==> config.mk <==
export PLATFORM = sky130hd
export DESIGN_NAME = jump_event_generator
export DESIGN_NICKNAME = d
export VERILOG_FILES = /design/src/rtl/jump_event_generator.sv
export SDC_FILE = /design/constraint.sdc
export NUM_CORES = 1
export LEC_CHECK = 0
export BUFFER_PORTS_ARGS = -buffer_cell sky130_fd_sc_hd__buf_2
export CORE_ASPECT_RATIO = 1.2
export CORE_MARGIN = 4
export CORE_UTILIZATION = 41
export DETAILED_ROUTE_END_ITERATION = 6
export PLACE_DENSITY = 0.7
export SLEW_MARGIN = 20
export SYNTH_ARGS = -nofsm -noshare
export SYNTH_HDL_FRONTEND = slang
export SYNTH_SLANG_ARGS = --single-unit
==> constraint.sdc <==
create_clock -name clk -period 2.02 [get_ports clk]
set_clock_uncertainty 0.05 [all_clocks]
set_input_delay 0.101 -clock clk [delete_from_list [all_inputs] [get_ports clk]]
set_output_delay 0.101 -clock clk [all_outputs]
set_load 0.01 [all_outputs]
==> src/rtl/jump_event_generator.sv <==
// Debounces a jump push-button and turns accepted presses into frame-aligned, acknowledged jump requests.
// Optional feature macro: JUMP_AUTO_REPEAT_EN adds frame-counted auto-repeat while the key stays held.
`timescale 1ns/1ps

module jump_event_generator #(
    parameter int DEBOUNCE_CYCLES = 1000000,
    parameter int REPEAT_FRAMES   = 12
) (
    input  logic        clk,
    input  logic        reset,
    input  logic        jump_key,
    input  logic        frame_rt_clk,
    input  logic        jump_ack,
    output logic        jump_req,
    output logic        key_state,
    output logic [15:0] press_count,
    output logic [7:0]  dropped_count
);

    localparam int               DEB_W    = $clog2(DEBOUNCE_CYCLES + 1);
    localparam logic [DEB_W-1:0] DEB_LAST = DEB_W'(DEBOUNCE_CYCLES - 1);

    typedef enum logic [1:0] {
        IDLE,
        PRESS_WAIT,
        HELD,
        RELEASE_WAIT
    } state_t;

    state_t           state_q, state_d;
    logic [DEB_W-1:0] debCnt_q, debCnt_d;

    logic keySync1_q, keySync2_q;
    logic frameSync1_q, frameSync2_q, framePrev_q;
    logic keyLevel;
    logic frameTick;

    logic        pending_q, pending_d;
    logic        jumpReq_q, jumpReq_d;
    logic [15:0] pressCount_q, pressCount_d;
    logic [7:0]  droppedCount_q, droppedCount_d;

    logic debouncedPress;
    logic repeatPress;
    logic pressEvent;
    logic launch;

    // Both asynchronous inputs pass two flops; a third flop on the frame path gives the edge.
    always_ff @(posedge clk) begin
        if (reset) begin
            keySync1_q   <= 1'b0;
            keySync2_q   <= 1'b0;
            frameSync1_q <= 1'b0;
            frameSync2_q <= 1'b0;
            framePrev_q  <= 1'b0;
        end else begin
            keySync1_q   <= jump_key;
            keySync2_q   <= keySync1_q;
            frameSync1_q <= frame_rt_clk;
            frameSync2_q <= frameSync1_q;
            framePrev_q  <= frameSync2_q;
        end
    end

    assign keyLevel  = keySync2_q;
    assign frameTick = frameSync2_q & ~framePrev_q;

    always_ff @(posedge clk) begin
        if (reset) begin
            state_q  <= IDLE;
            debCnt_q <= '0;
        end else begin
            state_q  <= state_d;
            debCnt_q <= debCnt_d;
        end
    end

    // The counter only advances while a wait state sees a stable level; any transition zeroes it.
    always_comb begin
        state_d        = state_q;
        debCnt_d       = '0;
        debouncedPress = 1'b0;
        unique case (state_q)
            IDLE: begin
                if (keyLevel) state_d = PRESS_WAIT;
            end
            PRESS_WAIT: begin
                if (!keyLevel) begin
                    state_d = IDLE;
                end else if (debCnt_q == DEB_LAST) begin
                    state_d        = HELD;
                    debouncedPress = 1'b1;
                end else begin
                    debCnt_d = debCnt_q + DEB_W'(1);
                end
            end
            HELD: begin
                if (!keyLevel) state_d = RELEASE_WAIT;
            end
            RELEASE_WAIT: begin
                if (keyLevel) begin
                    state_d = HELD;
                end else if (debCnt_q == DEB_LAST) begin
                    state_d = IDLE;
                end else begin
                    debCnt_d = debCnt_q + DEB_W'(1);
                end
            end
            default: state_d = IDLE;
        endcase
    end

`ifdef JUMP_AUTO_REPEAT_EN
    localparam int               REP_W    = $clog2(REPEAT_FRAMES + 1);
    localparam logic [REP_W-1:0] REP_LAST = REP_W'(REPEAT_FRAMES - 1);

    logic [REP_W-1:0] frameCnt_q, frameCnt_d;

    always_ff @(posedge clk) begin
        if (reset) begin
            frameCnt_q <= '0;
        end else begin
            frameCnt_q <= frameCnt_d;
        end
    end

    // Held outside HELD at zero, so every entry into HELD starts a fresh repeat interval.
    always_comb begin
        frameCnt_d  = frameCnt_q;
        repeatPress = 1'b0;
        if (state_q != HELD) begin
            frameCnt_d = '0;
        end else if (frameTick) begin
            if (frameCnt_q == REP_LAST) begin
                frameCnt_d  = '0;
                repeatPress = 1'b1;
            end else begin
                frameCnt_d = frameCnt_q + REP_W'(1);
            end
        end
    end
`else
    assign repeatPress = 1'b0;

    // REPEAT_FRAMES has no effect when auto-repeat is compiled out.
    if (REPEAT_FRAMES < 1) begin : gRepeatFramesUnused
    end
`endif

    assign pressEvent = debouncedPress | repeatPress;

    // A press landing on the tick itself launches immediately; an outstanding request blocks launch.
    assign launch = frameTick & (pending_q | pressEvent) & ~jumpReq_q;

    always_ff @(posedge clk) begin
        if (reset) begin
            pending_q      <= 1'b0;
            jumpReq_q      <= 1'b0;
            pressCount_q   <= '0;
            droppedCount_q <= '0;
        end else begin
            pending_q      <= pending_d;
            jumpReq_q      <= jumpReq_d;
            pressCount_q   <= pressCount_d;
            droppedCount_q <= droppedCount_d;
        end
    end

    always_comb begin
        pending_d      = pending_q;
        jumpReq_d      = jumpReq_q;
        pressCount_d   = pressCount_q;
        droppedCount_d = droppedCount_q;
        if (pressEvent) begin
            pressCount_d = pressCount_q + 16'd1;
            pending_d    = 1'b1;
            if ((pending_q || jumpReq_q) && (droppedCount_q != 8'hFF)) begin
                droppedCount_d = droppedCount_q + 8'd1;
            end
        end
        if (launch) begin
            jumpReq_d = 1'b1;
            pending_d = 1'b0;
        end else if (jumpReq_q && jump_ack) begin
            jumpReq_d = 1'b0;
        end
    end

    assign jump_req      = jumpReq_q;
    assign key_state     = (state_q == HELD) || (state_q == RELEASE_WAIT);
    assign press_count   = pressCount_q;
    assign dropped_count = droppedCount_q;

endmodule

==> Word-level counts from Yosys, hierarchy flattened <==
Index checks and enable logic that the tools add are counted.
{ "word_totals": {"reg_bits": 53, "out_inout_bits": 26, "input_bits": 5, "word_cells": 54} }
{ "op_classes": {"muxes": 16, "n_addsub": 3, "n_eq_ne": 9, "n_reduce_logical": 9, "bitwise_logic": 6} }
{ "op_table": {"columns": ["operator", "n"], "rows": [
  ["2-to-1 mux 20 bit", 3],
  ["case mux 20 bit (2 select lines)", 1],
  ["adder 20 x 1 -> 20 bit (second input constant)", 1],
  ["== test 20 bit (second input constant)", 1],
  ["adder 16 x 1 -> 16 bit (second input constant)", 1],
  ["2-to-1 mux 2 bit", 6],
  ["adder 8 x 1 -> 8 bit (second input constant)", 1],
  ["inequality test 8 bit (second input constant)", 1],
  ["case mux 2 bit (4 select lines)", 1],
  ["inequality test 3 bit (second input constant)", 2],
  ["2-to-1 mux 1 bit", 5],
  ["== test 2 bit (second input constant)", 2],
  ["inequality test 2 bit (second input constant)", 2],
  ["AND reduction 4 bit", 1],
  ["AND 1 bit", 3],
  ["== test 2 x 1 -> 1 bit (second input constant)", 1],
  ["logical AND 1 bit", 2],
  ["zero test 2 bit", 1],
  ["logical OR 1 bit", 2],
  ["NOT 1 bit", 2],
  ["AND reduction 2 bit", 1],
  ["nonzero test 2 bit", 1],
  ["OR reduction 2 bit", 1],
  ["OR 1 bit", 1]
]} }

==> Longest topological paths before layout <==
{ "depth": {"ltp_word": 8, "mapped_depth": 7, "ltp_nobuf": 6} }

==> Worst setup path after synthesis <==
Ideal clock, no wire load.
{ "synth_timing": {"kind": "flip-flop to flip-flop", "from": "register debCnt_q[0]", "to": "register droppedCount_q[5], in the netlist dropped_count[5]", "stages_incl_launch_ff": 8, "path_slack_ns": -0.226, "arrival_time_ns": 2.076, "synth_period_minus_slack_ns": 2.246, "setup_ns": 0.121, "required_ns": 1.849, "path_buffers": 1, "path_cell_list": "dfxtp_1 > ha_1 > and4_1 > nand4_2 > or4_1 > buf_2 > nor4_2 > mux2_2"} }
{ "synth_between": {"elab_chain_len": 5} }
{ "synth_rtl": {"columns": ["item", "line_no", "rtl"], "rows": [
  ["start: declaration", "31", "logic [DEB_W-1:0] debCnt_q, debCnt_d;"],
  ["start signal: assignment", "74", "debCnt_q <= debCnt_d;"],
  ["== test 20 bit", "90", "end else if (debCnt_q == DEB_LAST) begin"],
  ["2-to-1 mux 1 bit", "90", null],
  ["2-to-1 mux 1 bit", "88", "if (!keyLevel) begin"],
  ["2-to-1 mux 1 bit", "83", "unique case (state_q)"],
  ["AND reduction 2 bit (no source line)", null, null],
  ["end signal: assignment", "165", "droppedCount_q <= droppedCount_d;"],
  ["end: declaration", "41", "logic [7:0] droppedCount_q, droppedCount_d;"]
]} }
Every way passes these cells.
A chain may end at the register's enable or synchronous reset.

==> Worst setup path in the final report <==
{ "layout_timing": {"from": "register debCnt_q[1]", "to": "register pressCount_q[15], in the netlist press_count[15]"} }
{ "layout_between": {"elab_chain_len": 4} }
{ "layout_rtl": {"columns": ["item", "line_no", "rtl"], "rows": [
  ["== test 20 bit", "90", null],
  ["2-to-1 mux 1 bit", "90", null],
  ["2-to-1 mux 1 bit", "88", null],
  ["2-to-1 mux 1 bit", "83", null],
  ["end signal: assignment", "164", "pressCount_q <= pressCount_d;"],
  ["end: declaration", "40", "logic [15:0] pressCount_q, pressCount_d;"]
]} }
Every way passes these cells.

==> metrics.txt <==
Synth Area in Simple Gates=between 30% and 40%; kind of cell adding the most delay to the critical path=simple AND/OR/NAND/NOR gates; mux cell area share after synthesis=under 10%; routed length per instance=12.0 µm; CTS Sinks=53; Worst Hold Class=in -> reg; overflow left after global routing=0; Die Ht=slightly above 90 µm; WS Path Type=reg -> reg; total number of vias=2094; Synth Flop Type=dfxtp_1; total core area=0.00563 mm²; DR vias/cell=~5.2; antenna viol nets, final=0; adder-cell area share of the yosys netlist=1.58%; die area=0.00709 mm²; Cell variety after synth=44; VDD IR max=0.000317 V; final HPWL from detailed placement=3680 µm; failing checks=setup timing; worst hold margin=0.0330 ns; Compound-Gate Fraction of Synth Area=8.00%; synthesis-to-finish area growth=29.5%; synthesized instance count=270; CP required=~2.2 ns; largest net degree at the start of global routing=27; relative slew slack=73.8%; initial antenna violation count=0; clock-pin slew on the worst setup and hold paths=approximately 0.1 ns; Post-synth EDFFs=0; post-synthesis sequential area ratio=44.6%; RSZ-0062 raised after global routing=true; first-pass GRT wire length=8780 µm; H-tree depth=2; Critical Path AT=2.25 ns; final worst slack=-0.0361 ns; Period minus WS final=2.06 ns; vias in the first global route=2053; crit-path max FO=8; P per Cell Area=584 mW/mm²; gp weighted congestion=0.789; slowest cell on the critical path=or4_4; Final #Nets=approximately 350; Buf+Inv Stages, Crit Path=1; Final setup viols=4; Yosys reg bits=53; max-slew violation count=0; max-cap violation count=0; YS warnings=0; Final Hold Viols=0; Synth Area in XOR/XNOR=9.58%; Fill cells=511; Slew @ Worst Pin=around 0.38 ns; final WL=4870 µm; Syn Nets=278; status=finished, violations left; Post-route DRC=0; PortBufs=30; 1st-pass router iterations=4; latest clock arrival within the worst-skew pair=0.30 ns; asr flop ratio synth=0%; overall routing resource usage=15.0%; Final Cycle Share=102%; number of I/O pins=31; largest family of logic cells by synthesized area=simple AND/OR/NAND/NOR gates; Lkg Pwr=0.00118 µW; maximum root-to-sink buffer count=2; CTS Buf Count=5; initial DRC count=91; Post-Syn Area per Cell=roughly 8.8 µm²; std cell rows=30; Die Span X=77.5 µm; CP cell instances=ha_4, and4_4, nand4_4, buf_6, or4_4, or4_4, a21oi_2; CTS tree=built; share of cells above drive strength 1=30.2%; fmax=0.486 GHz; Netlist Area Pre-Place=0.00238 mm²; Critical Path Max Stage Delay=0.47 ns; CP endpoint kind=flip-flop; CP most frequent cell=or4_4; crit start category=flip-flop; root buffer cell=clkbuf_8; Initial Utilization=42.2%; ANT cells=0; Fin Setup TNS=-0.0845 ns
per-layer routing:
metal | track usage (%) | part of all wire [%] | vias up
met1 | 17.7 | 45 | 966
met2 | 25.9 | 49 | 39
met5 | 0 | 0 | -
met4 | 7.12 | 1.9 | 0
met3 | 2.78 | 4.1 | 8
li1 | - | - | 1081
power by group:
part / switching, µW / internal, µW / leakage (µW) / total, µW
clock network: 350 / 371 / 0.0000543 / 721
registers: 2.18 / 1050 / 0.000429 / 1050
logic: 14.3 / 12.1 / 0.000699 / 26.4
sequential cells by signal, indices dropped and copies added, names as in the netlist, named ones only:
signal	cells
debCnt_q	20
dropped_count	8
framePrev_q	1
frameSync1_q	1
frameSync2_q	1
jump_req	1
keyLevel	1
keySync1_q	1
pending_q	1
press_count	16
state_q	1
cell type report:
| cell class | instances | area (µm²) | area share (%) |
|---|---|---|---|
| Clock inverter | 3 | 46.3 | 1.50 |
| Inverter | 10 | 37.5 | 1.22 |
| Timing Repair Buffer | 74 | 495 | 16.1 |
| Tap cell | 64 | 80.1 | 2.60 |
| Sequential cell | 53 | 1060 | 34.5 |
| Clock buffer | 5 | 68.8 | 2.23 |
| Multi-Input combinational cell | 196 | 1290 | 41.8 |
path summary, 6_finish.rpt:
check | cells after the start | end | slack [ns] | from
worst min-delay path | 2 | keySync1_q | 0.03 | reset
worst max-delay path | 7 | press_count[15] | -0.04 | debCnt_q[1]
worst min register to register | 1 | frameSync2_q | 0.40 | frameSync1_q
worst max register to register | 7 | press_count[15] | -0.04 | debCnt_q[1]
Yosys cell counts, types with 9 or more instances:
cell type  number  area share, %
clkbuf_1        9            1.4
dfxtp_1        53             45
nand2_1         9            1.4
inv_1          10            1.6
o21ai_0        13            2.7
or3_1          11            2.9
xor2_1         14            5.2
a21oi_1        17            3.6
nand4_1        10            2.6
nand3_1        22            4.6
xnor2_1        12            4.4
nor2_1         35            5.5
worst register-to-register path, cell delays in order, from the launching register on:
cell     delay, ns
dfxtp_2       0.36
ha_4          0.13
and4_4        0.22
nand4_4       0.08
buf_6         0.13
or4_4         0.47
or4_4         0.44
a21oi_2       0.12
cell usage in the layout (no fill, tap or decap), types with 2 or more instances in the layout:
cell type and instances:
nor2_1 35, nand2b_1 2, buf_2 30, or3_1 11, buf_4 39, nand2_1 9, nand4_1 10, o21ai_1 3
ha_1 2, dfxtp_2 2, mux2i_1 2, nand3_1 21, dlygate4sd3_1 3, and3_1 3, xnor2_1 12, and2_1 3
a21oi_1 15, xor2_1 14, inv_1 10, or4_4 3, dfxtp_1 51, o21ai_0 10, and4_4 2, buf_6 2
a21oi_2 2, nand3b_1 2, or3_4 2, nor3_1 3, nor4_1 3, nor2b_1 7, clkbuf_8 5
cell families (layout without fill, tap and decap cells):
kind of cell | count (synthesis) | after routing
compound gates | 35 | 35
xor+xnor | 26 | 26
fa+ha+maj | 3 | 3
buf+inv | 21 | 92
flops | 53 | 53
mux | 3 | 3
simple gates | 129 | 129
metrics by stage:
step                std cells  area [µm²]  utilization, %  setup WS (ns)  power (µW)
floorplan                 270        2400               -         -0.123        1090
global route              405        3080            54.7         -0.127        1860
CTS                       404        3050            54.2        -0.0588        1820
global placement          392        2870            50.9        -0.0378        1100
finish                    405        3080            54.7        -0.0361        1800
detailed placement        392        2870            50.9        -0.0841        1100
repair_timing:
item | CTS | global route
setup endpoints to repair | 8 | 14
resized for setup | 8 | 9
setup buffers | 1 | 1
hold buffers | 3 | 0
pin swaps | 1 | 4
hold endpoints to repair | 3 | 0
(Power assumes the default switching activity.)
